[config.mk]
export PLATFORM = sky130hd
export DESIGN_NAME = reorder_buffer_commit
export DESIGN_NICKNAME = d
export VERILOG_FILES = /design/src/rtl/reorder_buffer_commit.sv
export SDC_FILE = /design/constraint.sdc
export NUM_CORES = 2
export LEC_CHECK = 0
export ABC_AREA = 1
export BUFFER_PORTS_ARGS = -buffer_cell sky130_fd_sc_hd__buf_2
export CAP_MARGIN = 10
export CORE_MARGIN = 2
export CORE_UTILIZATION = 30
export DETAILED_ROUTE_END_ITERATION = 7
export PLACE_DENSITY = 0.42
export SKIP_LAST_GASP = 1
export SLEW_MARGIN = 20
export SYNTH_ARGS = -nofsm -noshare
export SYNTH_HDL_FRONTEND = slang
export SYNTH_SLANG_ARGS = --single-unit
[constraint.sdc]
create_clock -name clk -period 39.1 [get_ports clk]
set_input_delay 9.775 -clock clk [delete_from_list [all_inputs] [get_ports clk]]
set_output_delay 9.775 -clock clk [all_outputs]
set_load 0.05 [all_outputs]
[src/rtl/reorder_buffer_commit.sv]
`ifndef PHYSICAL_REG_NUM_WIDTH
`define PHYSICAL_REG_NUM_WIDTH 6
`endif
`ifndef REG_VAL_WIDTH
`define REG_VAL_WIDTH 32
`endif
// In-order commit ROB: rename allocates at tail, execution completes any entry, head retires when done.
// Commit pulse one cycle after the head's completion edge; rename stalls on rob_full; flush discards all.
module reorder_buffer_commit #(
    parameter int ROB_DEPTH = 16,
    parameter int TAG_WIDTH = $clog2(ROB_DEPTH)
) (
    input  logic                               clk,
    input  logic                               reset,
    input  logic                               flush,
    input  logic                               alloc_valid,
    input  logic                               alloc_has_write,
    input  logic [`PHYSICAL_REG_NUM_WIDTH-1:0] alloc_phy_dst,
    input  logic                               alloc_is_branch,
    output logic [TAG_WIDTH-1:0]               alloc_tag,
    output logic                               rob_full,
    output logic                               rob_empty,
    input  logic                               cmpl_valid,
    input  logic [TAG_WIDTH-1:0]               cmpl_tag,
    input  logic [`REG_VAL_WIDTH-1:0]          cmpl_val,
    input  logic                               cmpl_branch_taken,
    output logic                               commit_valid,
    output logic                               commit_with_write,
    output logic [`PHYSICAL_REG_NUM_WIDTH-1:0] commited_wr_register,
    output logic [`REG_VAL_WIDTH-1:0]          commit_wr_val,
    output logic                               commit_is_branch,
    output logic                               commit_branch_taken
);
    typedef struct packed {
        logic                               valid;
        logic                               done;
        logic                               has_write;
        logic [`PHYSICAL_REG_NUM_WIDTH-1:0] phy_dst;
        logic                               is_branch;
        logic                               taken;
        logic [`REG_VAL_WIDTH-1:0]          value;
    } entry_t;

    localparam logic [TAG_WIDTH:0]   FULL_COUNT = (TAG_WIDTH+1)'(ROB_DEPTH);
    localparam logic [TAG_WIDTH:0]   COUNT_ONE  = (TAG_WIDTH+1)'(1);
    localparam logic [TAG_WIDTH-1:0] PTR_ONE    = TAG_WIDTH'(1);

    entry_t               rob [ROB_DEPTH];
    entry_t               head_entry;
    logic [TAG_WIDTH-1:0] head;
    logic [TAG_WIDTH-1:0] tail;
    logic [TAG_WIDTH:0]   count;
    logic                 alloc_fire;
    logic                 cmpl_fire;
    logic                 commit_fire;

    // Full is judged on the registered count, so a same-cycle commit never frees a slot early.
    assign rob_full    = (count == FULL_COUNT);
    assign rob_empty   = (count == '0);
    assign alloc_tag   = tail;
    assign head_entry  = rob[head];
    assign alloc_fire  = alloc_valid && !rob_full && !flush;
    assign cmpl_fire   = cmpl_valid && rob[cmpl_tag].valid && !flush;
    assign commit_fire = head_entry.valid && head_entry.done && !flush;

    always_ff @(posedge clk or posedge reset) begin
        if (reset) begin
            for (int i = 0; i < ROB_DEPTH; i++) begin
                rob[i] <= '0;
            end
            head                 <= '0;
            tail                 <= '0;
            count                <= '0;
            commit_valid         <= 1'b0;
            commit_with_write    <= 1'b0;
            commited_wr_register <= '0;
            commit_wr_val        <= '0;
            commit_is_branch     <= 1'b0;
            commit_branch_taken  <= 1'b0;
        end else if (flush) begin
            for (int i = 0; i < ROB_DEPTH; i++) begin
                rob[i].valid <= 1'b0;
                rob[i].done  <= 1'b0;
            end
            head                 <= '0;
            tail                 <= '0;
            count                <= '0;
            commit_valid         <= 1'b0;
            commit_with_write    <= 1'b0;
            commited_wr_register <= '0;
            commit_wr_val        <= '0;
            commit_is_branch     <= 1'b0;
            commit_branch_taken  <= 1'b0;
        end else begin
            commit_valid         <= commit_fire;
            commit_with_write    <= commit_fire && head_entry.has_write;
            commited_wr_register <= commit_fire ? head_entry.phy_dst : '0;
            commit_wr_val        <= commit_fire ? head_entry.value : '0;
            commit_is_branch     <= commit_fire && head_entry.is_branch;
            commit_branch_taken  <= commit_fire && head_entry.is_branch && head_entry.taken;

            if (cmpl_fire) begin
                rob[cmpl_tag].done  <= 1'b1;
                rob[cmpl_tag].value <= cmpl_val;
                rob[cmpl_tag].taken <= cmpl_branch_taken;
            end
            if (commit_fire) begin
                rob[head].valid <= 1'b0;
                rob[head].done  <= 1'b0;
                head            <= head + PTR_ONE;
            end
            // tail==head only when empty (no commit) or full (no alloc), so this never collides with the commit clear.
            if (alloc_fire) begin
                rob[tail] <= entry_t'{valid:     1'b1,
                                      done:      1'b0,
                                      has_write: alloc_has_write,
                                      phy_dst:   alloc_phy_dst,
                                      is_branch: alloc_is_branch,
                                      taken:     1'b0,
                                      value:     '0};
                tail      <= tail + PTR_ONE;
            end
            case ({alloc_fire, commit_fire})
                2'b10:   count <= count + COUNT_ONE;
                2'b01:   count <= count - COUNT_ONE;
                default: count <= count;
            endcase
        end
    end
endmodule

==> impl_metrics.csv <==
group,metric,value,unit
die,io_pins,98,
cells_and_area,fillers,14248,
logic_synthesis,syn_nets,5715,
sta,skew,0.0308,ns
sta,rsz0062_at_grt,"false",
cells_and_area,layout-drive-gt1-share,6.80,%
route,drt_iter0_markers,3522,
die,core_area,135000,um2
sta,setup_ws,25.78,ns
power,power.leakage,22.4,nW
hold_path,hold_class,"register to register",
sta,max_freq,75.0,MHz
setup_path,r2r-start,"head[0]",
route,via_per_inst,5.23,
setup_path,cp-start-kind,"primary input",
placed_design,placed_cells,7149,
grt,grt_pass1_vias,35973,
logic_synthesis,avgSynthCellArea,7.19,um2
cells_and_area,utilization,33.8,%
logic_synthesis,synth_edf_count,0,
hold_path,hold_start,"rob[271]",
clocking,htreeDepth,3,
placed_design,gp_congestion,0.786,
setup_path,rrSetupSlack,34.15,ns
route,drtAntennaViolNets,0,
setup_path,crit_type,"primary input to register",
clocking,cts.sinks,743,
sta,hold_viol,0,
logic_synthesis,synth_ff_type,"dfrtp_1",
setup_path,crit_start,"cmpl_tag[2]",
clocking,cts_hold_buf,0,
cells_and_area,multi_input_area,18000,um2
cells_and_area,fin_area,45600,um2
cells_and_area,finalNetCount,5523,
clocking,clk_pin_slew,0.06,ns
hold_path,min_path_cells,2,
die,die_h,372,um
die,start_util,30.1,%
setup_path,cp.arrival,13.97,ns
die,fp.dieW,372,um
logic_synthesis,ys_async_sr_fraction,100,%
grt,grt_pass1_wl,251000,um
setup_path,critPathTopFamily,"buffers and inverters",
logic_synthesis,yosysUniqueCellTypes,34,
clocking,cts_buffers,92,
logic_synthesis,ys_seq_area_share,45.7,%
placed_design,placed_area,42500,um2
grt,antenna_found_initial,16,
cells_and_area,area_growth_syn_to_layout,12.2,%
clocking,postCtsSetupRepairBufs,0,
route,dr.pass1.iters,8,
sta,max_slew.worst_pin.slew,1.14,ns
logic_synthesis,yosys_warnings,0,
route,routed_wl,169000,um
sta,period_share,34.1,%
clocking,cts_tree,"yes",
setup_path,cpPeakStageDelay,0.75,ns
logic_synthesis,synthMostInstantiatedCell,"nand2_1",
setup_path,required,39.75,ns
hold_path,min_to,"rob[271]",
grt,grt_util_all_layers,24.2,%
outcome,violations,"design-rule violations",
flow_run,cap_viol_max_count,0,
placed_design,dp_slack,25.00,ns
logic_synthesis,netlist_area,40700,um2
logic_synthesis,ys_top_cells_by_area,"dfrtp_1 46%, nand2_1 13%, o21ai_0 9.8%",
die,die_area,139000,um2
placed_design,portBuffers,97,
setup_path,r2r_cells,17,
setup_path,path_cells,"buf_2 > inv_1 > nor2_4 > buf_4 > o21ai_1 > nand4_2 > nand2_8 > nor2_4 > buf_4 > buf_4 > nand2_2 > buf_4 > nand2_1 > nand2_1 > o21ai_0",
clocking,clockBufferDepth,3,
outcome,status,"finished, violations left",
sta,tns,0,ns
sta,setup_violations,0,
sta,max-slew-margin-rel,24.1,%
cells_and_area,stdcell_count,7315,
setup_path,slowest_stage,"buf_4",
sta,drv_slew,0,
power,max-vdd-ir-drop,33.2,uV
power,powerDensity,43.6,nW/um2
route,drc_errors,2,
route,dr_total_vias,38238,
clocking,cts_resized,0,
cells_and_area,register_area,18600,um2
logic_synthesis,synth_top_area_share,45.7,%
setup_path,crit_path_frequent_cell,"buf_4",
route,wl_per_cell,23.1,um
clocking,clkLatencyLatePin,0.74,ns
sta,period_minus_slack,13.32,ns
logic_synthesis,ys_seq_elements,743,
logic_synthesis,synthCells,5655,
grt,grt_overflow,0,
setup_path,critPathBufInv,6,
logic_synthesis,synth_area_leader_cell,"dfrtp_1",
clocking,root_buffer,"clkbuf_16",
setup_path,critical_path_peak_fanout,98,
logic_synthesis,synthTopCellsByCount,"1,415 x nand2_1, 798 x o21ai_0, 743 x dfrtp_1",
placed_design,dp_hpwl,93100,um
grt,grt_max_degree,217,
setup_path,r2r_end,"rob[257]",
setup_path,critPathCaptureType,"register",
die,placementRows,135,
## routing by layer
| metal | vias to the layer above | GRT usage, % | routed length [um] |
|---|---|---|---|
| met1 | 18929 | 34.4 | 79100 |
| li1 | 17984 | - | - |
| met5 | - | 0 | 41 |
| met2 | 1063 | 38.1 | 76100 |
| met4 | 8 | 7.13 | 4580 |
| met3 | 254 | 3.30 | 9300 |
## flip-flops by register name, indices dropped and copies added, names as in the netlist
signal                count
commit_wr_val            32
count                     5
commit_is_branch          1
alloc_tag                 4
head                      4
commit_valid              1
commit_with_write         1
commited_wr_register      6
commit_branch_taken       1
rob                     688
## layout make-up
class	instances	area share [%]
clock buffer	137	5.96
timing repair buffer	173	2.52
inverter	658	5.46
tap	1781	4.88
sequential	743	40.8
multi-input combinational	3795	39.5
clock inverter	27	0.869
antenna	1	0.00548
## cell usage in the layout (no fill, tap or decap), types with 3 or more instances in the layout
master / netlist / final
nand4_1: 3 / 3
nor3_1: 51 / 51
nand3_1: 182 / 182
o22ai_1: 53 / 53
inv_2: 4 / 5
nor2_1: 570 / 549
clkbuf_16: 0 / 92
clkbuf_1: 335 / 20
a22oi_1: 129 / 129
bufinv_16: 0 / 5
nor2_4: 2 / 22
nand2_4: 0 / 4
a32oi_1: 16 / 16
a21oi_1: 207 / 203
a2bb2oi_1: 4 / 4
buf_4: 1 / 70
o21ai_0: 798 / 798
clkinv_2: 0 / 12
ha_1: 10 / 10
a21oi_4: 0 / 4
clkinv_16: 0 / 3
a221oi_1: 137 / 137
nand2_2: 3 / 11
a22o_1: 26 / 26
clkinv_1: 6 / 4
o21ai_1: 161 / 161
buf_12: 0 / 5
dfrtp_1: 743 / 741
nand2_1: 1415 / 1401
a211oi_1: 19 / 19
inv_1: 648 / 646
inv_8: 0 / 3
clkbuf_8: 0 / 25
buf_2: 94 / 96
## how the worst max path moves through the flow
stage | cells after the start | to | slack (ns)
5_1_grt | 15 | rob[3] | 25.45
4_1_cts | 15 | rob[15] | 25.78
3_5_place_dp | 15 | rob[19] | 25.00
2_1_floorplan | 1 | alloc_tag[0] | 8.48
3_3_place_gp | 15 | rob[19] | 25.08
6_report | 15 | rob[27] | 25.78
## metrics by stage
| stage | hold WS, ns | power [W] |
|---|---|---|
| 3_3_place_gp | 0.466 | 0.00110 |
| 2_1_floorplan | 0.453 | 0.00103 |
| 5_1_grt | 0.501 | 0.00208 |
| 4_1_cts | 0.487 | 0.00201 |
| 3_5_place_dp | 0.473 | 0.00111 |
| 6_report | 0.482 | 0.00199 |
## where the power goes
| group | switching, W | internal (W) | leakage (nW) |
|---|---|---|---|
| sequential | 0.0000336 | 0.000835 | 9.58 |
| clock | 0.000378 | 0.000517 | 1.53 |
| combinational | 0.000159 | 0.0000679 | 11.3 |
| total | 0.000570 | 0.00142 | 22.4 |
## worst reg2reg max path, cell delays in order (launching register included)
cell	delay, ns
dfrtp_4	0.60
inv_8	0.44
buf_4	0.84
nand2_1	0.12
nand3_1	0.14
nand2_1	0.06
nand2_1	0.05
nand2_1	0.09
nor2_1	0.36
nor2_4	0.14
nand2_2	0.33
buf_4	0.72
inv_2	0.19
nand2_1	0.35
inv_1	0.15
a21oi_1	0.15
o21ai_0	0.09
inv_1	0.09
## cells by family (layout without fill, tap and decap cells)
group	after synthesis	in the layout	share of synthesized area, %
other cells	0	1	0
compound gates	1553	1553	21.9
buf+inv	1117	995	10.6
flops	743	743	45.7
simple gates	2229	2229	21.4
mux	2	2	0.0554
xor+xnor	1	1	0.0215
fa+ha+maj	10	10	0.308
No activity file was read; power rests on OpenSTA's default activity.
